===== config.mk =====
export PLATFORM = sky130hd
export DESIGN_NAME = uart_tx_cfg
export DESIGN_NICKNAME = d
export VERILOG_FILES = /design/src/rtl/uart_tx_cfg.sv
export SDC_FILE = /design/constraint.sdc
export NUM_CORES = 1
export LEC_CHECK = 0
export ABC_AREA = 1
export BUFFER_PORTS_ARGS = -buffer_cell sky130_fd_sc_hd__buf_2
export CORE_UTILIZATION = 61
export CTS_CLUSTER_DIAMETER = 200
export DETAILED_ROUTE_END_ITERATION = 6
export GPL_ROUTABILITY_DRIVEN = 1
export PLACE_DENSITY = 0.81
export SLEW_MARGIN = 20
export SYNTH_ARGS = -nofsm -noshare
export SYNTH_HDL_FRONTEND = slang
export SYNTH_SLANG_ARGS = --single-unit

===== constraint.sdc =====
create_clock -name clk -period 4.11 [get_ports clk]
set_input_delay 0.2055 -clock clk [delete_from_list [all_inputs] [get_ports clk]]
set_output_delay 0.2055 -clock clk [all_outputs]
set_load 0.005 [all_outputs]

===== src/rtl/uart_tx_cfg.sv =====
`default_nettype none
// ============================================================================
// Module   : uart_tx_cfg
// Purpose  : Runtime-configurable UART transmitter. It has a valid/ready input
//            FIFO, 5..8 data bits, none/even/odd parity, 1 or 2 stop bits and
//            a per-bit clock divisor. Queued frames are sent back-to-back.
// Revision : 1.0 - initial release
// ============================================================================
module uart_tx_cfg #(
    parameter int DATA_W     = 8,
    parameter int DIV_W      = 16,
    parameter int FIFO_DEPTH = 4,
    parameter int CNT_W      = $clog2(FIFO_DEPTH) + 1
) (
    input  logic              clk,
    input  logic              reset_n,
    input  logic              tx_valid,
    output logic              tx_ready,
    input  logic [DATA_W-1:0] tx_data,
    input  logic [DIV_W-1:0]  cfg_div,
    input  logic [1:0]        cfg_len,
    input  logic              cfg_par_en,
    input  logic              cfg_par_odd,
    input  logic              cfg_stop2,
    output logic              TxD,
    output logic              busy,
    output logic              tx_done,
    output logic [CNT_W-1:0]  fifo_count
);

    localparam int               c_ptr_w   = (FIFO_DEPTH > 1) ? $clog2(FIFO_DEPTH) : 1;
    localparam logic [CNT_W-1:0] c_full    = CNT_W'(FIFO_DEPTH);
    localparam logic [DIV_W-1:0] c_div_one = DIV_W'(1);

    typedef enum logic [2:0] {
        S_IDLE   = 3'd0,
        S_START  = 3'd1,
        S_DATA   = 3'd2,
        S_PARITY = 3'd3,
        S_STOP   = 3'd4
    } state_t;

    // ------------------------------------------------------------------
    // Transmit FIFO
    // ------------------------------------------------------------------
    logic [DATA_W-1:0]  r_mem [FIFO_DEPTH];
    logic [c_ptr_w-1:0] r_wptr;
    logic [c_ptr_w-1:0] r_rptr;
    logic [CNT_W-1:0]   r_count;
    logic               w_full;
    logic               w_empty;
    logic               w_push;
    logic               w_pop;
    logic [DATA_W-1:0]  w_head;

    assign w_full     = (r_count == c_full);
    assign w_empty    = (r_count == '0);
    assign tx_ready   = ~w_full;
    assign w_push     = tx_valid & ~w_full;
    assign w_head     = r_mem[r_rptr];
    assign fifo_count = r_count;

    // FIFO storage; contents need no reset because the count gates all reads
    always_ff @(posedge clk) begin
        if (w_push) begin
            r_mem[r_wptr] <= tx_data;
        end
    end

    // FIFO pointers and occupancy; pointers wrap naturally at power-of-two depth
    always_ff @(posedge clk or negedge reset_n) begin
        if (!reset_n) begin
            r_wptr  <= '0;
            r_rptr  <= '0;
            r_count <= '0;
        end else begin
            if (w_push) begin
                r_wptr <= r_wptr + c_ptr_w'(1);
            end
            if (w_pop) begin
                r_rptr <= r_rptr + c_ptr_w'(1);
            end
            case ({w_push, w_pop})
                2'b10:   r_count <= r_count + CNT_W'(1);
                2'b01:   r_count <= r_count - CNT_W'(1);
                default: r_count <= r_count;
            endcase
        end
    end

    // ------------------------------------------------------------------
    // Frame setup derived from the FIFO head and live configuration
    // ------------------------------------------------------------------
    logic [3:0]        w_len_bits;
    logic [DATA_W-1:0] w_mask;
    logic              w_par_calc;
    logic [DIV_W-1:0]  w_div_n;

    // Mask of the data bits that belong to the frame, and the resulting parity
    always_comb begin
        w_mask     = '0;
        w_len_bits = 4'd5 + {2'b00, cfg_len};
        for (int i = 0; i < DATA_W; i++) begin
            w_mask[i] = (4'(i) < w_len_bits);
        end
        w_par_calc = (^(w_head & w_mask)) ^ cfg_par_odd;
        w_div_n    = (cfg_div == '0) ? c_div_one : cfg_div;
    end

    // ------------------------------------------------------------------
    // Frame FSM
    // ------------------------------------------------------------------
    state_t            r_state;
    state_t            w_next_state;
    logic [DATA_W-1:0] r_shift;
    logic [1:0]        r_len;
    logic              r_par_en;
    logic              r_par_bit;
    logic              r_stop2;
    logic [DIV_W-1:0]  r_div_n;
    logic [DIV_W-1:0]  r_cyc;
    logic [2:0]        r_bit;
    logic              r_stop_second;
    logic              r_txd;
    logic              r_done;

    logic w_bit_end;
    logic w_last_data;
    logic w_start;
    logic w_done;
    logic w_txd_next;
    logic w_shift;
    logic w_bit_inc;
    logic w_stop_set;

    // r_div_n is never zero, so the subtraction cannot wrap
    assign w_bit_end   = (r_cyc == (r_div_n - c_div_one));
    assign w_last_data = (r_bit == ({1'b0, r_len} + 3'd4));
    assign w_pop       = w_start;

    // State register
    always_ff @(posedge clk or negedge reset_n) begin
        if (!reset_n) begin
            r_state <= S_IDLE;
        end else begin
            r_state <= w_next_state;
        end
    end

    // Next-state logic and per-edge control strobes
    always_comb begin
        w_next_state = r_state;
        w_start      = 1'b0;
        w_done       = 1'b0;
        w_txd_next   = r_txd;
        w_shift      = 1'b0;
        w_bit_inc    = 1'b0;
        w_stop_set   = 1'b0;
        case (r_state)
            S_IDLE: begin
                w_txd_next = 1'b1;
                if (!w_empty) begin
                    w_start      = 1'b1;
                    w_next_state = S_START;
                    w_txd_next   = 1'b0;
                end
            end
            S_START: begin
                if (w_bit_end) begin
                    w_next_state = S_DATA;
                    w_txd_next   = r_shift[0];
                    w_shift      = 1'b1;
                end
            end
            S_DATA: begin
                if (w_bit_end) begin
                    if (w_last_data) begin
                        if (r_par_en) begin
                            w_next_state = S_PARITY;
                            w_txd_next   = r_par_bit;
                        end else begin
                            w_next_state = S_STOP;
                            w_txd_next   = 1'b1;
                        end
                    end else begin
                        w_txd_next = r_shift[0];
                        w_shift    = 1'b1;
                        w_bit_inc  = 1'b1;
                    end
                end
            end
            S_PARITY: begin
                if (w_bit_end) begin
                    w_next_state = S_STOP;
                    w_txd_next   = 1'b1;
                end
            end
            S_STOP: begin
                if (w_bit_end) begin
                    if (r_stop2 && !r_stop_second) begin
                        w_stop_set = 1'b1;
                    end else begin
                        w_done = 1'b1;
                        if (!w_empty) begin
                            // Chain straight into the next frame with no idle bit
                            w_start      = 1'b1;
                            w_next_state = S_START;
                            w_txd_next   = 1'b0;
                        end else begin
                            w_next_state = S_IDLE;
                            w_txd_next   = 1'b1;
                        end
                    end
                end
            end
            default: begin
                w_next_state = S_IDLE;
                w_txd_next   = 1'b1;
            end
        endcase
    end

    // Frame latch, bit timing counters and registered line/done outputs
    always_ff @(posedge clk or negedge reset_n) begin
        if (!reset_n) begin
            r_txd         <= 1'b1;
            r_done        <= 1'b0;
            r_cyc         <= '0;
            r_bit         <= '0;
            r_stop_second <= 1'b0;
            r_shift       <= '0;
            r_len         <= '0;
            r_par_en      <= 1'b0;
            r_par_bit     <= 1'b0;
            r_stop2       <= 1'b0;
            r_div_n       <= c_div_one;
        end else begin
            r_txd  <= w_txd_next;
            r_done <= w_done;
            if (w_start) begin
                r_shift       <= w_head;
                r_len         <= cfg_len;
                r_par_en      <= cfg_par_en;
                r_par_bit     <= w_par_calc;
                r_stop2       <= cfg_stop2;
                r_div_n       <= w_div_n;
                r_cyc         <= '0;
                r_bit         <= '0;
                r_stop_second <= 1'b0;
            end else if (r_state != S_IDLE) begin
                r_cyc <= w_bit_end ? '0 : (r_cyc + c_div_one);
                if (w_shift) begin
                    r_shift <= r_shift >> 1;
                end
                if (w_bit_inc) begin
                    r_bit <= r_bit + 3'd1;
                end
                if (w_stop_set) begin
                    r_stop_second <= 1'b1;
                end
            end
        end
    end

    assign TxD     = r_txd;
    assign busy    = (r_state != S_IDLE);
    assign tx_done = r_done;

endmodule
`default_nettype wire


**After elaboration in Yosys (flattened, before gate mapping)**

Memories as Yosys holds them, arrays and structs flattened.
Index checks and enable logic that the tools add are counted.

- Register bits after elaboration: 61
- Memory bits (writable): 32
- Bits of input ports: 32
- Output and inout port bits: 7
- Logic and storage cells: 120
- Memories: 1

Memories:

| memory | words | width | rd ports | clocked after memory_dff | write ports | RTL line | RTL |
|---|---|---|---|---|---|---|---|
| r_mem | 4 | 8 | 1 | 0 | 1 | 46 | `logic [DATA_W-1:0] r_mem [FIFO_DEPTH];` |

- Add/sub/neg operators: 9
- $lt $le $gt $ge: 8
- Equality and inequality tests: 16
- Multiplexer cells: 50
- Bitwise operators: 4
- Reduce and logical (&&, ||, !) cells: 17

Operators by type and width:

| cell | count |
|---|---|
| $mux 16 | 4 |
| $mux 3 | 11 |
| $mux 1 | 27 |
| $mux 8 | 3 |
| $add 16x1->16 const B | 1 |
| $eq 16x16->1 | 1 |
| $logic_not 16->1 | 1 |
| $lt 3x4->1 const A | 4 |
| $sub 16x1->16 const B | 1 |
| $pmux 3 s5 | 1 |
| $ne 2x2->1 const B | 7 |
| $reduce_bool 2->1 | 5 |
| $and 8x8->8 | 1 |
| $lt 1x4->1 const A | 2 |
| $lt 2x4->1 const A | 2 |
| $reduce_xor 8->1 | 1 |
| $reduce_and 7->1 | 1 |
| $add 3x1->3 const B | 2 |
| $eq 3x2->1 const B | 2 |
| $eq 3x3->1 const B | 2 |
| $logic_not 3->1 | 2 |
| $pmux 3 s2 | 1 |
| $reduce_and 2->1 | 3 |
| $pmux 1 s5 | 1 |
| 16 further kinds | 18 |

**Longest topological paths before layout**

- Depth after elaboration: 8
- Depth in mapped cells: 20
- Mapped depth without buffers: 19

**Worst setup path after synthesis**

No wires, ideal clock.

- Path type: register -> register
- Start: reg r_div_n[0]
- End: reg r_count[2], in the netlist fifo_count[2]
- Library setup time: 0.124 ns
- Arrival time: 2.868 ns
- Required time: 3.986 ns
- Setup slack: 1.118 ns
- Stages on the path, launching flop included: 17
- Buffers on the path: 1
- Period minus slack after synthesis: 2.992 ns
- Cell sequence: dfstp_2 > inv_2 > ha_1 > xor2_1 > o21ai_0 > nor3_1 > nand3_1 > nor2_2 > nand3_4 > nand2_8 > buf_4 > ha_1 > inv_1 > fa_1 > a21oi_1 > o21ai_0 > xnor2_1

- Word-level cells in the longest chain between the ends: 6
- Elaborated cells between the ends (all ways): 8
- Those cells by class: add/sub (1); eq/ne (3); mux (3); reduce/logical (1)

Ends and longest elaborated chain:

| what | RTL line | RTL |
|---|---|---|
| start, declared | 120 | `logic [DIV_W-1:0] r_div_n;` |
| start signal, assigned | 236 | `r_div_n <= c_div_one;` |
| start signal, assigned | 246 | `r_div_n <= w_div_n;` |
| $sub 16x1->16 * | 137 | `assign w_bit_end = (r_cyc == (r_div_n - c_div_one));` |
| $eq 16x16->1 * | 137 |  |
| $mux 1 * | 199 | `if (w_bit_end) begin` |
| $pmux 1 s2 * | 159 | `case (r_state)` |
| $eq 2x1->1 / $eq 2x2->1 (equally long branches) | 83 | `case ({w_push, w_pop})` |
| $pmux 3 s2 / $reduce_bool 2->1 (equally long branches) | n/a |  |
| end signal, assigned | 84 | `2'b10: r_count <= r_count + CNT_W'(1);` |
| end signal, assigned | 85 | `2'b01: r_count <= r_count - CNT_W'(1);` |
| end signal, assigned | 86 | `default: r_count <= r_count;` |
| end, declared | 49 | `logic [CNT_W-1:0] r_count;` |

Every way passes the cells marked *; elsewhere a longest branch is shown, timed or not.
A chain may end at the register's enable or synchronous reset.

**Worst setup path after layout**

Ends and elaborated chain as after synthesis.

==> metrics.md <==
| Metric | Value |
|---|---|
| Status | `finished, violations left` |
| Violations in the final reports | `negative hold slack` |
| Part of the power in combinational logic | `48.6%` |
| Antenna violations before repair | `0` |
| Boundary Pins | `39` |
| Slack of the critical path | `0.7427 ns` |
| Seq/Total Area, Yosys | `46.71%` |
| DP Worst Slack | `0.7819 ns` |
| Ys Warns | `0` |
| Post-CTS setup buffer count | `0` |
| Die ar. | `9115 sq um` |
| DR WL/cell | `13.59 microns` |
| Worst R2R Start | `r_div_n[0]` |
| Synthesized area per cell | `7.770 sq um` |
| R2r setup slk | `0.74 ns` |
| Syn Inst Count | `686` |
| Hold slack | `-0.02479 ns` |
| Total track usage | `27.62%` |
| Part of the power in registers | `36.7%` |
| Final std cells w/o fill | `833` |
| Violation count after the first detailed-routing iteration | `259` |
| Pwr Total | `4.130 mW` |
| Commonest non-fill, non-tap cell in the layout | `nand2_1` |
| Fin nets | `764` |
| Worst-case vdd ir drop | `0.0003980 V` |
| Final GP Congestion | `0.8997` |
| Reg2reg path depth | `17` |
| Dpl cell area | `5580 sq um` |
| Layout cell share with drive strength beyond 1 | `10.58%` |
| Antenna-violating nets left | `0` |
| Vias in the first global route | `4304` |
| Fin util | `69.19%` |
| Netlist Area Pre-Place | `5330 sq um` |
| Worst EP required | `4.36 ns` |
| Starting density of the core | `63.91%` |
| Fin. Hold Viols | `11` |
| Syn nets | `727` |
| Setup tns final | `0 ns` |
| Sw Pwr | `1.899 mW` |
| Total inserted antenna cells | `0` |
| Commonest cells after routing, fill and taps aside | `nand2_1 (233), inv_1 (79), nor2_1 (70)` |
| Critical path launch point type | `register` |
| Max FO, Critical Path | `46` |
| Top cell type's share of synthesized area | `27.70%` |
| Largest buffer count on any clock path | `2` |
| Final instance area | `5771 sq um` |
| HPWL after DPL | `8650 microns` |
| Number of enable flip-flop cells after synthesis | `32` |
| Clock Sinks | `93` |
| Worst-Skew Late Latency | `0.36 ns` |
| Core Area | `8341 sq um` |
| Clk pwr share | `14.7%` |
| Yosys cell types | `42` |
| Pwr per Cell Area | `715.7 nW/um^2` |
| Routed WL | `11320 microns` |
| Port Buffers | `38` |
| Inst Count DP | `817` |
| #FFs+latches synth | `93` |
| Final worst path period need | `3.367 ns` |
| Top_reg_cell synth | `dfrtp_1` |
| Switching share of power | `45.98%` |
| Final Skew | `0.008738 ns` |
| Crit share post-route | `81.93%` |
| Area delta synth->final | `8.263%` |
| Top cell type by total area after synthesis | `dfrtp_1` |
| Internal power | `2.231 mW` |
| RSZ-0062 raised after global routing | `false` |
| Max Cap Violations | `0` |
| Setup crit end kind | `register` |
| TritonCTS clock tree | `yes` |
| FFs w/ async S/R, synth | `65.59%` |
| Final Max Slew Viols | `0` |
| CTS hold repair buffers | `0` |
| # setup viols final | `0` |
| Rel. slew slack | `48.00%` |
| Detailed-route DRC error count | `0` |
| Setup CP Type | `reg -> reg` |
| Global-route wire length before repair | `19180 microns` |
| First-pass detailed-route iteration total | `5` |
| Worst-Margin Slew | `0.7801 ns` |
| CP Data Arrival Time | `3.62 ns` |
| Largest net degree at the start of global routing | `62` |
| Clk slew on worst S/H paths | `0.09 ns` |
| Clock root cell | `clkbuf_8` |
| F_max | `0.2970 GHz` |
| H-tree depth | `3` |
| # resized after CTS | `0` |
| Cell Rows | `33` |
| FF-to-FF End | `fifo_count[2]` |
| Drt via density | `5.321` |
| Chip width | `95.48 microns` |
| GRT Residual Overflow | `0` |
| Via count | `4432` |
| Hold Crit Class | `in -> async` |
| Leakage | `2.877 nW` |
| Die height | `95.48 microns` |
| Most area-consuming cells after synthesis | `dfrtp_1 (28%), edfxtp_1 (18%), nand2_1 (16%), nand3_1 (5.9%), inv_1 (5.6%)` |
| CTS Buf Count | `9` |
## synthesized netlist by cell type (2+ instances only)
cell type and instances:
nand3_1 63, nand2_2 2, nand2_1 233, nor3_1 7, xnor2_1 12, nor4_1 5
nor2_2 4, nor2_1 70, a21oi_1 4, buf_4 2, o21ai_0 33, ha_1 8
xor2_1 20, dfstp_2 2, inv_1 79, o21ai_1 4, buf_2 3, inv_2 2
nand3b_1 7, nor2_4 5, nand4_1 4, clkbuf_1 5, or2_2 2, dfrtp_1 59
buf_6 3, edfxtp_1 32
## metal layers
metal  track usage [%]  part of all wire (%)
met2             49.40                    50
met5                 0                     0
met4             11.32                   2.1
met1             32.95                    43
met3             4.466                   4.3
## power by group through the flow
| stage | Combinational [mW] | Clock, mW | Sequential [mW] |
|---|---|---|---|
| 3_3_place_gp | 1.94 | 0 | 1.52 |
| 6_report | 2.01 | 0.608 | 1.51 |
| 5_1_grt | 2.30 | 0.650 | 1.55 |
| 4_1_cts | 2.02 | 0.616 | 1.51 |
| 2_1_floorplan | 1.67 | 0 | 1.43 |
| 3_5_place_dp | 2.00 | 0 | 1.53 |
## sequential cells by signal, summed over array words and instances (netlist names), 2 cells and up
name / cells
fifo_count: 3
r_bit: 3
r_div_n: 16
r_rptr: 2
r_cyc: 16
r_len: 2
r_wptr: 2
r_state: 3
r_shift: 8
r_mem: 32
## worst max-delay path: stages, from the launching register on
cell and delay [ns]:
dfstp_2 0.56, inv_2 0.07, ha_1 0.25, nand2_2 0.16, nor2_4 0.06, xor2_2 0.19, inv_2 0.04, nor2_1 0.08
nand3_1 0.12, nor2_2 0.18, nand3_4 0.17, nand2_8 0.29, ha_1 0.21, inv_1 0.07, fa_1 0.38, a21oi_1 0.16
o21ai_0 0.13, xnor2_1 0.14
## layout make-up
class / instances / area (sq um)
Clock buffer: 10 / 127.6
Clock inverter: 6 / 62.56
Fill cell: 722 / 2570
Inverter: 82 / 310.3
Multi-Input combinational cell: 497 / 2444
Sequential cell: 93 / 2490
Tap cell: 105 / 131.4
Timing Repair Buffer: 40 / 205.2
## cell families (layout without fill, tap and decap cells)
logic type | Yosys count | in the layout | synth area share [%]
simple gates | 407 | 407 | 33.07
buf+inv | 96 | 138 | 7.441
flops | 93 | 93 | 46.71
compound gates | 48 | 48 | 4.953
xor+xnor | 33 | 33 | 5.563
fa+ha+maj | 9 | 9 | 2.254
## how the worst max path moves through the flow
stage	from	endpoint	cells after the start
2_1_floorplan	r_div_n[0]	fifo_count[2]	16
3_3_place_gp	r_div_n[0]	fifo_count[2]	15
3_5_place_dp	r_div_n[0]	fifo_count[2]	17
4_1_cts	r_div_n[0]	fifo_count[2]	17
5_1_grt	r_div_n[0]	fifo_count[2]	19
6_report	r_div_n[0]	fifo_count[2]	17
No activity file was read; power rests on OpenSTA's default activity.
